File: config.mk
export PLATFORM = sky130hd
export DESIGN_NAME = msi_snoop_bus
export DESIGN_NICKNAME = d
export VERILOG_FILES = /design/src/rtl/msi_snoop_bus.sv
export SDC_FILE = /design/constraint.sdc
export NUM_CORES = 1
export LEC_CHECK = 0
export ABC_AREA = 1
export BUFFER_PORTS_ARGS = -buffer_cell sky130_fd_sc_hd__buf_2
export CAP_MARGIN = 15
export CORE_MARGIN = 2
export CORE_UTILIZATION = 30
export DETAILED_ROUTE_END_ITERATION = 6
export GPL_TIMING_DRIVEN = 0
export SETUP_SLACK_MARGIN = 0.02
export SYNTH_ARGS = -nofsm -noshare
export SYNTH_HDL_FRONTEND = slang
export SYNTH_SLANG_ARGS = --single-unit
File: constraint.sdc
create_clock -name clock -period 1.5 [get_ports clock]
set_input_delay 0.15 -clock clock [delete_from_list [all_inputs] [get_ports clock]]
set_output_delay 0.15 -clock clock [all_outputs]
set_load 0.02 [all_outputs]
File: src/rtl/msi_snoop_bus.sv
// msi_snoop_bus: arbiter and sequencer for a shared snooping bus between
// MSI caches and one memory port. One transaction runs at a time: grant,
// optional snoop broadcast, optional dirty flush or memory access, then a
// one-cycle done pulse back to the owner.
module msi_snoop_bus #(
  parameter int NUM_PROC = 2,
  parameter int ADDR_W   = 2,
  parameter int DATA_W   = 4,
  parameter int SRC_W    = ($clog2(NUM_PROC) > 1) ? $clog2(NUM_PROC) : 1
) (
  input  logic                       clock,
  input  logic                       reset,
  input  logic [NUM_PROC-1:0]        req,
  input  logic [2*NUM_PROC-1:0]      req_op,
  input  logic [ADDR_W*NUM_PROC-1:0] req_addr,
  input  logic [DATA_W*NUM_PROC-1:0] req_wdata,
  output logic [NUM_PROC-1:0]        gnt,
  output logic [NUM_PROC-1:0]        done,
  output logic [DATA_W-1:0]          rdata,
  output logic                       snoop_valid,
  output logic [1:0]                 snoop_op,
  output logic [ADDR_W-1:0]          snoop_addr,
  output logic [SRC_W-1:0]           snoop_src,
  input  logic [NUM_PROC-1:0]        snoop_hit_m,
  input  logic [DATA_W*NUM_PROC-1:0] snoop_data,
  output logic                       mem_rd,
  output logic                       mem_wr,
  output logic [ADDR_W-1:0]          mem_addr,
  output logic [DATA_W-1:0]          mem_wdata,
  input  logic [DATA_W-1:0]          mem_rdata,
  input  logic                       mem_ready,
  output logic                       busy,
  output logic                       err
);

  localparam logic [1:0] OP_WB  = 2'd0;
  localparam logic [1:0] OP_INV = 2'd3;

  typedef enum logic [2:0] {
    ST_IDLE,
    ST_SNOOP,
    ST_FLUSH,
    ST_MEM,
    ST_DONE
  } state_t;

  state_t state_q, state_d;

  // Transaction context captured at grant time and held until done.
  logic [NUM_PROC-1:0] gnt_q, gnt_d;
  logic [SRC_W-1:0]    owner_q, owner_d;
  logic [1:0]          op_q, op_d;
  logic [ADDR_W-1:0]   addr_q, addr_d;
  logic [DATA_W-1:0]   wdata_q, wdata_d;
  logic [DATA_W-1:0]   flush_q, flush_d;
  logic [DATA_W-1:0]   rdata_q, rdata_d;
  logic [SRC_W-1:0]    last_q, last_d;
  logic                err_q, err_d;

  // Arbitration results.
  logic                pick_found;
  logic [NUM_PROC-1:0] pick_vec;
  logic [SRC_W-1:0]    pick_idx;
  logic [1:0]          pick_op;
  logic [ADDR_W-1:0]   pick_addr;
  logic [DATA_W-1:0]   pick_wdata;

  // Snoop response decode.
  logic [NUM_PROC-1:0] other_hits;
  logic                hit_found;
  logic                hit_multi;
  logic [DATA_W-1:0]   hit_data;

  // Round-robin pick: first requester above last_grant, else wrap to the lowest.
  always_comb begin
    pick_found = 1'b0;
    pick_vec   = '0;
    pick_idx   = '0;
    pick_op    = '0;
    pick_addr  = '0;
    pick_wdata = '0;
    for (int i = 0; i < NUM_PROC; i++) begin
      if (!pick_found && req[i] && (i > int'(last_q))) begin
        pick_found  = 1'b1;
        pick_vec[i] = 1'b1;
        pick_idx    = SRC_W'(i);
        pick_op     = req_op[2*i +: 2];
        pick_addr   = req_addr[ADDR_W*i +: ADDR_W];
        pick_wdata  = req_wdata[DATA_W*i +: DATA_W];
      end
    end
    for (int i = 0; i < NUM_PROC; i++) begin
      if (!pick_found && req[i]) begin
        pick_found  = 1'b1;
        pick_vec[i] = 1'b1;
        pick_idx    = SRC_W'(i);
        pick_op     = req_op[2*i +: 2];
        pick_addr   = req_addr[ADDR_W*i +: ADDR_W];
        pick_wdata  = req_wdata[DATA_W*i +: DATA_W];
      end
    end
  end

  // Snoop replies from everyone but the owner; lowest index supplies the data.
  always_comb begin
    other_hits = snoop_hit_m & ~gnt_q;
    hit_multi  = |(other_hits & (other_hits - NUM_PROC'(1)));
    hit_found  = 1'b0;
    hit_data   = '0;
    for (int i = 0; i < NUM_PROC; i++) begin
      if (!hit_found && other_hits[i]) begin
        hit_found = 1'b1;
        hit_data  = snoop_data[DATA_W*i +: DATA_W];
      end
    end
  end

  // Next-state and next-context logic for the transaction sequencer.
  always_comb begin
    state_d = state_q;
    gnt_d   = gnt_q;
    owner_d = owner_q;
    op_d    = op_q;
    addr_d  = addr_q;
    wdata_d = wdata_q;
    flush_d = flush_q;
    rdata_d = rdata_q;
    last_d  = last_q;
    err_d   = err_q;
    case (state_q)
      ST_IDLE: begin
        if (pick_found) begin
          gnt_d   = pick_vec;
          owner_d = pick_idx;
          op_d    = pick_op;
          addr_d  = pick_addr;
          wdata_d = pick_wdata;
          rdata_d = '0;
          state_d = (pick_op == OP_WB) ? ST_MEM : ST_SNOOP;
        end
      end
      ST_SNOOP: begin
        if (hit_multi) begin
          err_d = 1'b1;
        end
        if (op_q == OP_INV) begin
          state_d = ST_DONE;
        end else if (hit_found) begin
          flush_d = hit_data;
          state_d = ST_FLUSH;
        end else begin
          state_d = ST_MEM;
        end
      end
      ST_FLUSH: begin
        if (mem_ready) begin
          rdata_d = flush_q;
          state_d = ST_DONE;
        end
      end
      ST_MEM: begin
        if (mem_ready) begin
          if (op_q != OP_WB) begin
            rdata_d = mem_rdata;
          end
          state_d = ST_DONE;
        end
      end
      ST_DONE: begin
        last_d  = owner_q;
        gnt_d   = '0;
        state_d = ST_IDLE;
      end
      default: begin
        state_d = ST_IDLE;
      end
    endcase
  end

  // State register; reset aborts any transaction in flight.
  always_ff @(posedge clock) begin
    if (reset) begin
      state_q <= ST_IDLE;
    end else begin
      state_q <= state_d;
    end
  end

  // Transaction context registers; last grant resets to the top index so proc 0 wins first.
  always_ff @(posedge clock) begin
    if (reset) begin
      gnt_q   <= '0;
      owner_q <= '0;
      op_q    <= '0;
      addr_q  <= '0;
      wdata_q <= '0;
      flush_q <= '0;
      rdata_q <= '0;
      last_q  <= SRC_W'(NUM_PROC - 1);
      err_q   <= 1'b0;
    end else begin
      gnt_q   <= gnt_d;
      owner_q <= owner_d;
      op_q    <= op_d;
      addr_q  <= addr_d;
      wdata_q <= wdata_d;
      flush_q <= flush_d;
      rdata_q <= rdata_d;
      last_q  <= last_d;
      err_q   <= err_d;
    end
  end

  // Outputs are decoded from the registered state and context only.
  assign gnt         = gnt_q;
  assign done        = (state_q == ST_DONE) ? gnt_q : '0;
  assign rdata       = rdata_q;
  assign snoop_valid = (state_q == ST_SNOOP);
  assign snoop_op    = snoop_valid ? op_q : 2'd0;
  assign snoop_addr  = snoop_valid ? addr_q : '0;
  assign snoop_src   = snoop_valid ? owner_q : '0;
  assign mem_rd      = (state_q == ST_MEM) && (op_q != OP_WB);
  assign mem_wr      = (state_q == ST_FLUSH) || ((state_q == ST_MEM) && (op_q == OP_WB));
  assign mem_addr    = (mem_rd || mem_wr) ? addr_q : '0;
  assign mem_wdata   = (state_q == ST_FLUSH) ? flush_q : (mem_wr ? wdata_q : '0);
  assign busy        = (state_q != ST_IDLE);
  assign err         = err_q;

endmodule
== Word level (Yosys, flattened, before mapping) ==
Cells that the tools add are included.

* Output and inout port bits: 24
* Input port bits: 35
* Bits in registers: 24

* Reduce and logical (&&, ||, !) cells: 26
* Mux-type cells: 40
* Equal/unequal tests: 10
* $add $sub $neg: 1
* Bitwise gates (word level): 4
* $lt $le $gt $ge: 1

{| class="wikitable"
|+ Operators by type and width
! cell !! count
|-
| 4-bit two-way mux || 11
|-
| 2-bit two-way mux || 12
|-
| 4-bit case mux with 3 select lines || 1
|-
| 1-bit two-way mux || 11
|-
| 3-bit two-way mux || 3
|-
| 3-bit case mux with 3 select lines || 1
|-
| 2-bit inequality test, second input constant || 4
|-
| 2-bit AND reduction || 4
|-
| 3-bit by 2-bit equality test with 1-bit output, second input constant || 2
|-
| 1-bit logical AND || 6
|-
| 3-bit nonzero test || 2
|-
| 5-bit AND reduction || 1
|-
| 2-bit AND || 2
|-
| 2-bit logical NOT || 2
|-
| 2-bit case mux with 2 select lines || 1
|-
| 2-bit nonzero test || 2
|-
| 2-bit OR reduction || 2
|-
| 3-bit by 1-bit equality test with 1-bit output, second input constant || 1
|-
| 3-bit equality test, second input constant || 1
|-
| 1-bit logical NOT || 3
|-
| 3-bit logical NOT || 1
|-
| 3-bit AND reduction || 1
|-
| 2-bit equality test, second input constant || 1
|-
| 1-bit logical OR || 2
|-
| 5 further kinds || 5
|}

== Depth between registers and ports, before layout ==
* Depth after elaboration: 13
* Depth in mapped cells: 8

== Worst setup path before layout ==
No wires, ideal clock.

* Path type: register -> output
* From: register state_q[0]
* To: output done[0]
* Path slack: 0.293 ns
* Cell stages (with the launch flop): 6
* Buffers on the path: 0
* Data arrival time: 1.057 ns
* Cell sequence: dfxtp_1 -> inv_2 -> nand2_2 -> nor2_1 -> inv_1 -> nor2_1

* Cells in the longest elaborated chain, start to end: 2

{| class="wikitable"
|+ Ends and longest elaborated chain
! element !! line !! RTL
|-
| start, declared || 47 || <nowiki>state_t state_q, state_d;</nowiki>
|-
| start signal, assigned || 185 || <nowiki>state_q <= state_d;</nowiki>
|-
| 3-bit equality test || 216 || <nowiki>assign done = (state_q == ST_DONE) ? gnt_q : '0;</nowiki>
|-
| 2-bit two-way mux || 216 ||
|-
| end, declared || 18 || <nowiki>output logic [NUM_PROC-1:0] done,</nowiki>
|}

No other way between the ends.

== Worst setup path in the final report ==
* From: register state_q[2]
* To: output mem_wdata[0]

* Cells in the longest elaborated chain, start to end: 5
* Elaborated cells on any way between the ends: 6
* Those cells by class: eq/ne: 2; mux: 2; reduce/logical: 2

{| class="wikitable"
|+ Ends and longest elaborated chain
! element !! line !! RTL
|-
| 3-bit by 2-bit equality test with 1-bit output || 223 || <nowiki>assign mem_wr = (state_q == ST_FLUSH) || ((state_q == ST_MEM) && (op_q == OP_WB));</nowiki>
|-
| 1-bit logical AND || 223 ||
|-
| 1-bit logical OR || 223 ||
|-
| 4-bit two-way mux || 225 || <nowiki>assign mem_wdata = (state_q == ST_FLUSH) ? flush_q : (mem_wr ? wdata_q : '0);</nowiki>
|-
| 4-bit two-way mux * || 225 ||
|-
| end, declared || 29 || <nowiki>output logic [DATA_W-1:0] mem_wdata,</nowiki>
|}

Every way passes the cells marked *; elsewhere a longest branch is shown, timed or not.

==> flow_metrics.env <==
export IMPL_vias=1512
export IMPL_syn_avg_cell_area_um2=6.46
export IMPL_worst_slew_pin_slew_ns=0.500
export IMPL_cts_sinks=24
export IMPL_wl_per_cell_um=11.4
export IMPL_stdcell_count=333
export IMPL_final_cell_area_um2=1980
export IMPL_cts_tree="built"
export IMPL_hold_class="primary input to register"
export IMPL_gp_congestion=0.840
export IMPL_grt_ovfl_total=0
export IMPL_p_leak_nw=1.06
export IMPL_cts_path_max_buffers=2
export IMPL_antenna_found_initial=0
export IMPL_hold_ws_ns=0.122
export IMPL_maxSlewViolCount=0
export IMPL_grt_usage_pct=14.5
export IMPL_io_pins=59
export IMPL_cp_end_kind="output port"
export IMPL_ir_worst_vdd_v=0.000732
export IMPL_hpwl_um=2840
export IMPL_path_clk_slew_ns=0.09
export IMPL_relSlewSlack_pct=66.7
export IMPL_syn2layout_area_growth_pct=45.5
export IMPL_cts_buffers=3
export IMPL_maxCapViolCount=0
export IMPL_synth_nets=246
export IMPL_status="finished clean"
export IMPL_antennaDiodeCount=0
export IMPL_critPathArrivalTime_ns=1.30
export IMPL_via_per_inst=4.54
export IMPL_dr_pass1_iters=4
export IMPL_hold_viol=0
export IMPL_core_area_um2=4350
export IMPL_die_h_um=71.4
export IMPL_grt_pass1_wl_um=5990
export IMPL_synth_ff_latch_count=24
export IMPL_dp_cells=320
export IMPL_synth_distinct_cells=24
export IMPL_placementRows=24
export IMPL_wirelength_um=3790
export IMPL_rsz0062_at_grt="true"
export IMPL_power_per_cell_area_nw_per_um2=1850
export IMPL_fin_crit_sh_pct=96.6
export IMPL_io_buffers=57
export IMPL_cts_hold_fix_buffers=0
export IMPL_die_width_um=71.4
export IMPL_critPathMaxFanout=7
export IMPL_period_minus_slack_ns=1.45
export IMPL_clk_latency_ns=0.27
export IMPL_fin_skew_ns=0.00200
export IMPL_grt_pass1_vias=1357
export IMPL_max_freq_mhz=690
export IMPL_die_area_um2=5100
export IMPL_h_tree_depth=1
export IMPL_startpoint_type="register"
export IMPL_setup_violations=0
export IMPL_grt_max_degree=14
export IMPL_critPathKind="register to output port"
export IMPL_start_util_pct=31.3
export IMPL_ys_seq_area_share_pct=35.3
export IMPL_fin_ws_ns=0.0515
export IMPL_required_ns=1.35
export IMPL_dpl_cell_area_um2=1710
export IMPL_cts_root_buf="clkbuf_8"
export IMPL_nNetsFinal=317
export IMPL_drive_above_1_share_pct=38.4
export IMPL_syn_area_um2=1360
export IMPL_ant_nets=0
export IMPL_drtIter0Drc=88
export IMPL_dp_worst_setup_slack_ns=0.140
export IMPL_drc=0
export IMPL_ys_warn_count=0
export IMPL_synth_cells=211
[through the flow]
stage               setup TNS (ns)  total power, mW  utilization, %
detailed placement               0             2.82            39.3
CTS                        -0.0269             3.34            41.7
finish                           0             3.66            45.5
floorplan                        0             2.34               -
global route               -0.0756             3.97            45.5
global placement                 0             2.81            39.3
[layer usage]
metal | up-vias | wire [µm] | track usage [%]
met3 | 4 | 238 | 1.69
met1 | 654 | 1820 | 20.9
met4 | 0 | 44 | 4.40
li1 | 806 | - | -
met2 | 48 | 1690 | 22.7
met5 | - | 0 | 0
[kinds of logic after synthesis]
kind of cell | synth area share [%]
flops | 35.3
buf+inv | 10.3
simple gates | 42.7
compound gates | 11.8
[sequential cells by signal, indices dropped and copies added (netlist names), 2 cells and up]
register  count
addr_q        2
flush_q       4
gnt           2
op_q          2
rdata         4
state_q       3
wdata_q       4
[final timing paths]
kind	startpoint	endpoint	slack (ns)	cells after the start
setup / recovery	state_q[2]	mem_wdata[0]	0.05	6
hold / removal	reset	state_q[0]	0.12	2
setup reg to reg	state_q[2]	addr_q[1]	0.14	8
hold reg to reg	owner_q	owner_q	0.49	2
[cell type report]
type	instances	area [µm²]
Buffer	2	8.76
Clock buffer	4	55.1
Fill cell	439	2370
Inverter	35	144
Multi-Input combinational cell	150	832
Sequential cell	24	489
Tap cell	52	65.1
Timing Repair Buffer	66	388
[report_power, final]
| group | switching (mW) | internal (mW) | leakage, nW |
|---|---|---|---|
| logic | 1.33 | 0.792 | 0.832 |
| clock network | 0.225 | 0.235 | 0.0288 |
| registers | 0.205 | 0.876 | 0.199 |
[critical path, stage by stage (launching register included)]
cell	delay, ns
dfxtp_4	0.38
inv_6	0.07
nand2_8	0.07
nor2_4	0.20
nand3_1	0.10
nand2_1	0.07
buf_4	0.13
[Yosys cell counts, drive strengths merged]
master,number,area (µm²)
clkbuf,1,3.75
a21oi,8,51.3
nand2,71,282
nand4,1,21.3
a31oi,3,18.8
o211a,4,40.0
nor3,2,10.0
o21bai,1,7.51
buf,1,5.00
dfxtp,24,480
nor2,29,126
o21ai,4,20.0
inv,35,131
o211ai,3,22.5
nand3,24,143
[layout by cell type (no fill, tap or decap), drive strengths merged]
master | synthesis | final
nor2 | 29 | 29
clkbuf | 1 | 5
buf | 1 | 67
dfxtp | 24 | 24
nand3 | 24 | 24
o21ai | 4 | 4
nand2 | 71 | 71
a21oi | 8 | 8
nand4 | 1 | 1
a31oi | 3 | 3
o21bai | 1 | 1
nor3 | 2 | 2
o211a | 4 | 4
o211ai | 3 | 3
inv | 35 | 35
[what timing repair did]
action,4_1_cts,5_1_grt
setup buffers,4,5
gates resized for setup,8,39
pin swaps,1,4
setup endpoints to repair,7,23
No activity file was read; power rests on OpenSTA's default activity.
